`config.mk`:
```
export PLATFORM = sky130hd
export DESIGN_NAME = y86_writeback_pc_unit
export DESIGN_NICKNAME = d
export VERILOG_FILES = /design/src/rtl/y86_writeback_pc_unit.sv
export SDC_FILE = /design/constraint.sdc
export NUM_CORES = 1
export LEC_CHECK = 0
export CORE_ASPECT_RATIO = 1.4
export CORE_MARGIN = 2
export CORE_UTILIZATION = 49
export DETAILED_ROUTE_END_ITERATION = 16
export PLACE_DENSITY = 0.81
export SYNTH_ARGS = -nofsm -noshare
export SYNTH_HDL_FRONTEND = slang
export SYNTH_SLANG_ARGS = --single-unit
```
`constraint.sdc`:
```
create_clock -name clk -period 2.2 [get_ports clk]
set_input_delay 0.44 -clock clk [delete_from_list [all_inputs] [get_ports clk]]
set_output_delay 0.44 -clock clk [all_outputs]
set_load 0.01 [all_outputs]
```
`src/rtl/y86_writeback_pc_unit.sv`:
```
`default_nettype none
// ============================================================================
// Module      : y86_writeback_pc_unit
// Description : Y86-64 write-back and PC-commit stage. Accepts one executed
//               instruction per handshake, sequences register-file writes,
//               commits the next PC and tracks processor status.
//               Optional feature macro: WB_DUAL_PORT_EN (second write port,
//               valM written alongside valE, WRITE_M state skipped).
// Revision    : 1.0 - initial release
// ============================================================================
module y86_writeback_pc_unit #(
  parameter int               WIDTH    = 64,
  parameter logic [WIDTH-1:0] RESET_PC = {WIDTH{1'b0}},
  parameter logic [3:0]       REG_NONE = 4'hF
) (
  input  logic             clk,
  input  logic             rst_n,
  input  logic             in_valid,
  output logic             in_ready,
  input  logic [3:0]       icode,
  input  logic [3:0]       ifun,
  input  logic             cnd,
  input  logic [WIDTH-1:0] valE,
  input  logic [WIDTH-1:0] valM,
  input  logic [WIDTH-1:0] valC,
  input  logic [WIDTH-1:0] valP,
  input  logic [3:0]       dstE,
  input  logic [3:0]       dstM,
  input  logic             mem_err,
  output logic             wr_en,
  output logic [3:0]       wr_addr,
  output logic [WIDTH-1:0] wr_data,
  output logic [WIDTH-1:0] pc,
  output logic [2:0]       stat,
  output logic             retired
`ifdef WB_DUAL_PORT_EN
  ,
  output logic             wr2_en,
  output logic [3:0]       wr2_addr,
  output logic [WIDTH-1:0] wr2_data
`endif
);

  localparam logic [2:0] c_STAT_AOK = 3'd1;
  localparam logic [2:0] c_STAT_HLT = 3'd2;
  localparam logic [2:0] c_STAT_ADR = 3'd3;
  localparam logic [2:0] c_STAT_INS = 3'd4;

  localparam logic [3:0] c_I_HALT = 4'h0;
  localparam logic [3:0] c_I_CMOV = 4'h2;
  localparam logic [3:0] c_I_JXX  = 4'h7;
  localparam logic [3:0] c_I_CALL = 4'h8;
  localparam logic [3:0] c_I_RET  = 4'h9;
  localparam logic [3:0] c_I_MAX  = 4'hB;

  typedef enum logic [2:0] {
    S_IDLE    = 3'd0,
    S_WRITE_E = 3'd1,
    S_WRITE_M = 3'd2,
    S_COMMIT  = 3'd3,
    S_HALT    = 3'd4,
    S_FAULT   = 3'd5
  } state_t;

  state_t           r_state;
  state_t           w_state_next;

  logic [3:0]       r_icode;
  logic             r_cnd;
  logic [WIDTH-1:0] r_val_m;
  logic [WIDTH-1:0] r_val_c;
  logic [WIDTH-1:0] r_val_p;
  logic             r_wr_en;
  logic [3:0]       r_wr_addr;
  logic [WIDTH-1:0] r_wr_data;
  logic [WIDTH-1:0] r_pc;
  logic [2:0]       r_stat;
  logic             r_retired;

  logic             w_accept;
  logic             w_is_halt;
  logic             w_is_ins;
  logic             w_we_e;
  logic             w_use_m;
  logic [WIDTH-1:0] w_new_pc;
  logic             w_unused;

  // ifun only selects the condition inside execute; cnd already carries it.
  assign w_unused  = ^ifun;

  assign in_ready  = rst_n && (r_state == S_IDLE);
  assign w_accept  = in_valid && in_ready;
  assign w_is_halt = (icode == c_I_HALT);
  assign w_is_ins  = (icode > c_I_MAX);
  // Conditional move only writes when the condition held.
  assign w_we_e    = (dstE != REG_NONE) && ((icode != c_I_CMOV) || cnd);
  assign w_use_m   = (dstM != REG_NONE);

  assign wr_en     = r_wr_en;
  assign wr_addr   = r_wr_addr;
  assign wr_data   = r_wr_data;
  assign pc        = r_pc;
  assign stat      = r_stat;
  assign retired   = r_retired;

  // Next-PC selection from the latched instruction.
  always_comb begin
    w_new_pc = r_val_p;
    if (r_icode == c_I_CALL) begin
      w_new_pc = r_val_c;
    end else if ((r_icode == c_I_JXX) && r_cnd) begin
      w_new_pc = r_val_c;
    end else if (r_icode == c_I_RET) begin
      w_new_pc = r_val_m;
    end
  end

`ifndef WB_DUAL_PORT_EN
  logic [3:0] r_dst_m;
`endif

  // State register.
  always_ff @(posedge clk or negedge rst_n) begin
    if (!rst_n) begin
      r_state <= S_IDLE;
    end else begin
      r_state <= w_state_next;
    end
  end

  // Next-state logic; halt and faults are classified on the accept edge.
  always_comb begin
    w_state_next = r_state;
    case (r_state)
      S_IDLE: begin
        if (w_accept) begin
          if (w_is_halt) begin
            w_state_next = S_HALT;
          end else if (w_is_ins || mem_err) begin
            w_state_next = S_FAULT;
          end else begin
            w_state_next = S_WRITE_E;
          end
        end
      end
`ifdef WB_DUAL_PORT_EN
      S_WRITE_E: w_state_next = S_COMMIT;
`else
      S_WRITE_E: w_state_next = (r_dst_m != REG_NONE) ? S_WRITE_M : S_COMMIT;
`endif
      S_WRITE_M: w_state_next = S_COMMIT;
      S_COMMIT:  w_state_next = S_IDLE;
      S_HALT:    w_state_next = S_HALT;
      S_FAULT:   w_state_next = S_FAULT;
      default:   w_state_next = S_IDLE;
    endcase
  end

`ifdef WB_DUAL_PORT_EN
  logic             r_wr2_en;
  logic [3:0]       r_wr2_addr;
  logic [WIDTH-1:0] r_wr2_data;

  assign wr2_en   = r_wr2_en;
  assign wr2_addr = r_wr2_addr;
  assign wr2_data = r_wr2_data;

  // Second write port: valM goes out in the same cycle as valE.
  always_ff @(posedge clk or negedge rst_n) begin
    if (!rst_n) begin
      r_wr2_en   <= 1'b0;
      r_wr2_addr <= 4'h0;
      r_wr2_data <= {WIDTH{1'b0}};
    end else begin
      r_wr2_en <= 1'b0;
      if (w_accept && !w_is_halt && !w_is_ins && !mem_err) begin
        r_wr2_en   <= w_use_m;
        r_wr2_addr <= dstM;
        r_wr2_data <= valM;
      end
    end
  end
`endif

  // Instruction latch, register-file write strobes, status and PC commit.
  always_ff @(posedge clk or negedge rst_n) begin
    if (!rst_n) begin
      r_icode   <= 4'h0;
      r_cnd     <= 1'b0;
      r_val_m   <= {WIDTH{1'b0}};
      r_val_c   <= {WIDTH{1'b0}};
      r_val_p   <= {WIDTH{1'b0}};
`ifndef WB_DUAL_PORT_EN
      r_dst_m   <= 4'h0;
`endif
      r_wr_en   <= 1'b0;
      r_wr_addr <= 4'h0;
      r_wr_data <= {WIDTH{1'b0}};
      r_pc      <= RESET_PC;
      r_stat    <= c_STAT_AOK;
      r_retired <= 1'b0;
    end else begin
      r_wr_en   <= 1'b0;
      r_retired <= 1'b0;
      case (r_state)
        S_IDLE: begin
          if (w_accept) begin
            r_icode <= icode;
            r_cnd   <= cnd;
            r_val_m <= valM;
            r_val_c <= valC;
            r_val_p <= valP;
`ifndef WB_DUAL_PORT_EN
            r_dst_m <= dstM;
`endif
            if (w_is_halt) begin
              r_stat <= c_STAT_HLT;
            end else if (w_is_ins) begin
              r_stat <= c_STAT_INS;
            end else if (mem_err) begin
              r_stat <= c_STAT_ADR;
            end else begin
`ifdef WB_DUAL_PORT_EN
              // Same destination on both ports: valM wins, port 1 stays quiet.
              r_wr_en <= w_we_e && !(w_use_m && (dstE == dstM));
`else
              r_wr_en <= w_we_e;
`endif
              r_wr_addr <= dstE;
              r_wr_data <= valE;
            end
          end
        end
        S_WRITE_E: begin
`ifdef WB_DUAL_PORT_EN
          r_retired <= 1'b1;
`else
          if (r_dst_m != REG_NONE) begin
            r_wr_en   <= 1'b1;
            r_wr_addr <= r_dst_m;
            r_wr_data <= r_val_m;
          end else begin
            r_retired <= 1'b1;
          end
`endif
        end
        S_WRITE_M: r_retired <= 1'b1;
        S_COMMIT:  r_pc      <= w_new_pc;
        default: ;
      endcase
    end
  end

endmodule
`default_nettype wire

```
# Yosys cells after proc, flatten, opt, wreduce, memory -nomap -nowiden
# Index checks and enable logic that the tools add are counted.
dict set report totals {
  regBits 341
  in_bits 277
  output_inout_bits 138
  word_cells 74
}
dict set report op_classes {
  n_lt_le_gt_ge 1
  eq_ne 16
  muxes 31
  n_reduce_logical 13
}
# operator n
set op_table {}
lappend op_table {{$mux W64} 8}
lappend op_table {{$pmux W64 S2} 1}
lappend op_table {{$mux W4} 5}
lappend op_table {{$mux W3} 6}
lappend op_table {{$pmux W3 S5} 1}
lappend op_table {{$ne A2 B2 Y1 const B} 5}
lappend op_table {{$eq A4 B4 Y1 const B} 2}
lappend op_table {{$ne A4 B4 Y1 const B} 2}
lappend op_table {{$pmux W4 S2} 1}
lappend op_table {{$mux W1} 7}
lappend op_table {{$eq A3 B2 Y1 const B} 2}
lappend op_table {{$eq A3 B3 Y1 const B} 2}
lappend op_table {{$reduce_and A6 Y1} 1}
lappend op_table {{$eq A4 B3 Y1 const B} 1}
lappend op_table {{$gt A4 B4 Y1 const B} 1}
lappend op_table {{$logic_and A1 B1 Y1} 4}
lappend op_table {{$logic_not A4 Y1} 1}
lappend op_table {{$ne A4 B2 Y1 const B} 1}
lappend op_table {{$pmux W1 S2} 2}
lappend op_table {{$eq A3 B1 Y1 const B} 1}
lappend op_table {{$logic_not A3 Y1} 1}
lappend op_table {{$reduce_and A3 Y1} 1}
lappend op_table {{$reduce_bool A3 Y1} 1}
lappend op_table {{$logic_or A1 B1 Y1} 2}
lappend op_table {{other kinds (2)} 2}

# Longest topological paths before layout
dict set report logic_depth {
  word_depth 8
  depth_mapped 8
  mapped_depth_nobuf 4
}

# Worst setup path before layout
# OpenSTA, ideal clock, no wires.
dict set report synth_timing {
  path_type {register to register}
  from {register r_state[0]}
  to {register r_wr_addr[0] (netlist: wr_addr[0])}
  setup_ns 0.125
  t_arrival_ns 1.816
  t_required_ns 2.075
  setup_slack_ns 0.258
  stages_incl_launch_ff 7
  n_path_buf 2
  cell_sequence {dfrtp_1 > nor4b_4 > nand2_2 > o21ai_2 > buf_6 > buf_6 > mux2_4}
}
dict set report synth_via {
  elab_chain_len 5
  elab_cells_between_ends 12
  cone_classes {6 x eq/ne; 1 x mux; 5 x reduce/logical}
}
# item line
set synth_rtl {}
lappend synth_rtl {{start, declared} 65} ;# state_t r_state;
lappend synth_rtl {{start signal, assigned} 127} ;# r_state <= w_state_next;
lappend synth_rtl {{$logic_not A3 Y1} 91} ;# assign in_ready = rst_n && (r_state == S_IDLE);
lappend synth_rtl {{$logic_and A1 B1 Y1} 91}
lappend synth_rtl {{via in_ready} 19} ;# output logic in_ready,
lappend synth_rtl {{$logic_and A1 B1 Y1} 92} ;# assign w_accept = in_valid && in_ready;
lappend synth_rtl {{$ne A2 B2 Y1 (no source line)} n/a}
lappend synth_rtl {{$reduce_and A6 Y1 (no source line)} n/a}
lappend synth_rtl {{end signal, assigned} 229} ;# r_wr_addr <= dstE;
lappend synth_rtl {{end signal, assigned} 240} ;# r_wr_addr <= r_dst_m;
lappend synth_rtl {{end, declared} 74} ;# logic [3:0] r_wr_addr;
# The timed path passes the listed nets, and every way through them passes these cells.
# A chain may end at the register's enable or synchronous reset.

# Final worst setup path
dict set report layout_timing {
  from {register r_stat[0] (netlist: stat[0])}
  to {output stat[0]}
}
# item line
set layout_lines {}
lappend layout_lines {{start, declared} 77} ;# logic [2:0] r_stat;
lappend layout_lines {{start signal, assigned} 200} ;# r_stat <= c_STAT_AOK;
lappend layout_lines {{start signal, assigned} 217} ;# r_stat <= c_STAT_HLT;
lappend layout_lines {{start signal, assigned} 219} ;# r_stat <= c_STAT_INS;
lappend layout_lines {{end, declared} 34} ;# output logic [2:0] stat,
# No word-level cell between the ends.

==> results.md <==
Run status:
- The run finished with clean final reports.

Clock tree:
- For this design, the sink count on the clock tree is about 340.
- The number of CTS-inserted buffers is 35.
- The clock latency of the later-clocked register in the worst-skew pair is between 0.5 and 0.6 ns.
- TritonCTS built the clock tree.
- The tree is rooted in a sky130_fd_sc_hd__clkbuf_16.
- The H-tree level count is 2.
- The maximum clock insertion buffer count is 3.
- Buffers inserted to repair hold after CTS numbered 0.
- Clock-pin slew was measured on the worst setup and hold paths at ~0.060 ns.

Setup path:
- The cell with the largest stage delay on the worst path is sky130_fd_sc_hd__clkdlybuf4s50_1.
- The critical path goes through clkdlybuf4s50_1.
- Counting both buffers and inverters, the worst setup path holds a total of 1.
- The maximum net fanout on the critical path is 2.
- STA puts the critical path data arrival time at 1.64 ns.
- The critical path is of the register to output port type.
- STA classifies the critical path startpoint as a register.
- STA puts the critical path data required time at ~1.8 ns.
- The dominant delay contributor by cell family on the critical path is buffers and inverters.
- The worst setup path is captured at an output port.
- The peak per-stage delay on the critical path is between 0.5 and 0.6 ns.

Timing:
- The slew at the pin with the worst max-slew slack is 1.10 ns.
- The final-report hold violation count is 0.
- Setup repair after global routing left no endpoint under its margin.
- For the final database, setup skew stands at about 0.016 ns.
- Counting I/O delays and the setup requirement, the final critical path takes roughly 2.1 ns.
- Static timing analysis puts the maximum clock frequency at 480 MHz.
- For the final routed database, the setup TNS stands at 0 ns.
- The share of the clock period used by the worst path after layout is 94.7%.
- The number of max-slew violations in the final report is 0.
- Setup violations remaining at the end of the flow were counted as 0.
- The worst pin sits at a relative slew slack of a little over a quarter.

Job:
- Across the run, the number of max-cap violations was 0.

Global routing:
- The number of antenna violations at the first check in global routing came to 6.
- In the global route stage, overall resource usage came out at between 20% and 30%.
- The first global-routing pass estimated 67.9 mm of wire.
- The via count of the first global-routing pass came to ~13000.
- The total global routing overflow is 0.
- Entering global routing, the biggest net connects slightly above 200 pins.

Floorplan:
- The initial standard-cell utilization of the core is ~50%.
- The core area is ~30000 sq um.
- The vertical die dimension is approximately 210 um.
- The row count is 75.
- The number of ports placed on the die boundary is around 420.
- The die is approximately 150 um wide.
- The area of the die is roughly 32000 sq um.

Final layout:
- The area growth from synthesis to layout is 39.3%.
- The number of nets in the layout is about 2100.
- For this run, the number of standard cells in the final layout without fillers is 2274.
- The layout cell share with drive strength beyond 1 is 16.1%.
- Cells fill a little over two thirds of the core in the end.

Detailed routing:
- Once detail routing completed, the nets flagged for antenna violations numbered 0.
- The iteration count of the initial detailed-routing pass is 5.
- The average detailed-routed wire length per instance is between 15 and 20 um.
- Detailed routing inserted a total of between 10000 and 15000 vias.
- After detailed routing, the number of vias per cell comes to 5.20.
- The starting DRC count in detailed routing is about 660.
- For this block, the routed nets add up to between 40 and 50 mm of wire.
- For this run, design rule violations remaining after detail routing come to 0.

Placement:
- The weighted congestion reported at the end of routability-driven placement is about 0.84.
- In this run the tool buffered the top-level ports with roughly 400 buffer cells.
- The HPWL after detailed placement is just under 30 mm.
- The number of instances in the placed design is 2205.

Synth:
- The top cell type by area accounts for approximately 57% of the synthesized area.
- The synthesized design contains 0 enable-type register cells.
- After synthesis the cells add up to between 15000 and 20000 sq um.
- In the synthesized netlist, the cells that appear most often are sky130_fd_sc_hd__nand2_1, sky130_fd_sc_hd__dfrtp_1, sky130_fd_sc_hd__mux2_2, sky130_fd_sc_hd__mux2i_1, sky130_fd_sc_hd__o21ai_0.
- By area the synthesized netlist is led by sky130_fd_sc_hd__dfrtp_1, sky130_fd_sc_hd__nand2_1, sky130_fd_sc_hd__mux2_2.
- Synthesis instantiated 34 different standard cells from the library.
- The total number of yosys warnings is 0.
- The post-synthesis average cell area is a little over 10 sq um.
- For this run, the leading register cell type out of synthesis is sky130_fd_sc_hd__dfrtp_1.
- After synthesis, the share of flip-flops with an asynchronous set or reset is 100%.
- Synthesis inferred between 300 and 400 register bits.
- The top cell type by total area after synthesis is sky130_fd_sc_hd__dfrtp_1.
- The most repeated cell in the gate-level netlist after synthesis is sky130_fd_sc_hd__nand2_1.
- The sequential area share after synthesis is a little under three fifths.
- Synthesis produced between 1000 and 1500 cells.
- The number of nets in the synthesized netlist is ~1700.

Power and ir drop:
- The power consumption is about 14 mW.
- The worst vdd rail ir drop is a little under 0.6 mV.
- The analysis attributes to cell leakage a power of slightly below 10 nW.
- In this run the power density over the cells is approximately 660 nW/um^2.

Hold path:
- The tightest min-delay check is of the primary input to asynchronous set/reset pin type.
layout make-up:
type / instances / area [sq um]
timing repair buffer: 446 / 4600
sequential: 341 / 8530
clock buffer: 49 / 1050
multi-input combinational: 1032 / 6120
tap: 385 / 482
fill: 2217 / 9200
inverter: 2 / 7.51
clock inverter: 10 / 105
antenna: 9 / 22.5
per-stage QoR:
step / area, sq um / hold slack, ns / setup WS [ns]
after CTS: 20900 / 0.129 / 0.0630
after global placement: 19700 / 0.453 / -0.168
after floorplan: 15000 / 0.144 / 0.258
after global routing: 20900 / 0.167 / 0.0301
final: 20900 / 0.000495 / 0.116
after detailed placement: 19700 / 0.458 / -0.169
worst register-to-register path, cell delays in order (launching register included):
cell	delay (ns)
sky130_fd_sc_hd__dfrtp_1	0.41
sky130_fd_sc_hd__buf_4	0.18
sky130_fd_sc_hd__nor3b_4	0.30
sky130_fd_sc_hd__buf_4	0.38
sky130_fd_sc_hd__mux2_2	0.40
sky130_fd_sc_hd__mux2_2	0.26
logic make-up after synthesis:
kind of cell / Yosys count / synth area share (%)
buffers and inverters: 90 / 2.87
muxes: 264 / 19.8
DFF: 341 / 56.8
AOI/OAI and AO/OA: 78 / 2.71
and+or+nand+nor: 690 / 17.8
metal layers:
| metal | up-vias | GRT usage (%) | part of all wire, % |
|---|---|---|---|
| met5 | - | 0 | 0 |
| met1 | 5760 | 31.2 | 38 |
| met3 | 116 | 5.44 | 5.3 |
| li1 | 5536 | - | - |
| met2 | 411 | 45.7 | 51 |
| met4 | 0 | 15.0 | 5.6 |
power breakdown:
part | switching, mW | total [mW] | internal (mW)
combinational | 0.447 | 1.23 | 0.788
clock | 2.43 | 5.99 | 3.56
sequential | 0.133 | 6.61 | 6.48
total | 3.01 | 13.8 | 10.8
state kept, by name (all words and copies together) (netlist names), 3 cells and up:
| register | cells |
|---|---|
| r_val_p | 64 |
| r_state | 3 |
| r_val_c | 64 |
| wr_addr | 4 |
| r_icode | 4 |
| r_val_m | 64 |
| stat | 3 |
| r_dst_m | 4 |
| pc | 64 |
| wr_data | 64 |
layout by cell type (no fill, tap or decap), drive strengths merged, types with 2 or more instances in the layout:
master,count
nand2,672
clkinvlp,2
nand2b,2
mux2i,64
nand3,2
nand3b,3
dfrtp,340
clkdlybuf4s50,408
mux2,200
bufinv,2
clkbuf,49
diode,9
inv,2
o31ai,2
o21ai,66
a21oi,7
buf,37
nand4,2
clkinv,6
path summary, 6_finish.rpt:
check                            startpoint           to  slack (ns)  cells after the start
worst max register to register   r_state[1]  wr_data[26]        0.16                      5
max in group asynchronous             rst_n  wr_data[26]        1.28                      2
worst max-delay path                stat[0]      stat[0]        0.12                      1
worst min-delay path                  rst_n   r_state[2]      0.0005                      2
worst min register to register  r_val_p[14]  r_val_p[14]        0.47                      2
min in group clk                   valC[52]  r_val_c[52]        0.45                      3
repair_timing:
item                       in CTS  in global routing
setup buffers                   1                  0
gates resized for setup         1                  0
setup endpoints to repair       1                  0
Note: power is estimated with default switching activity, not from simulation.
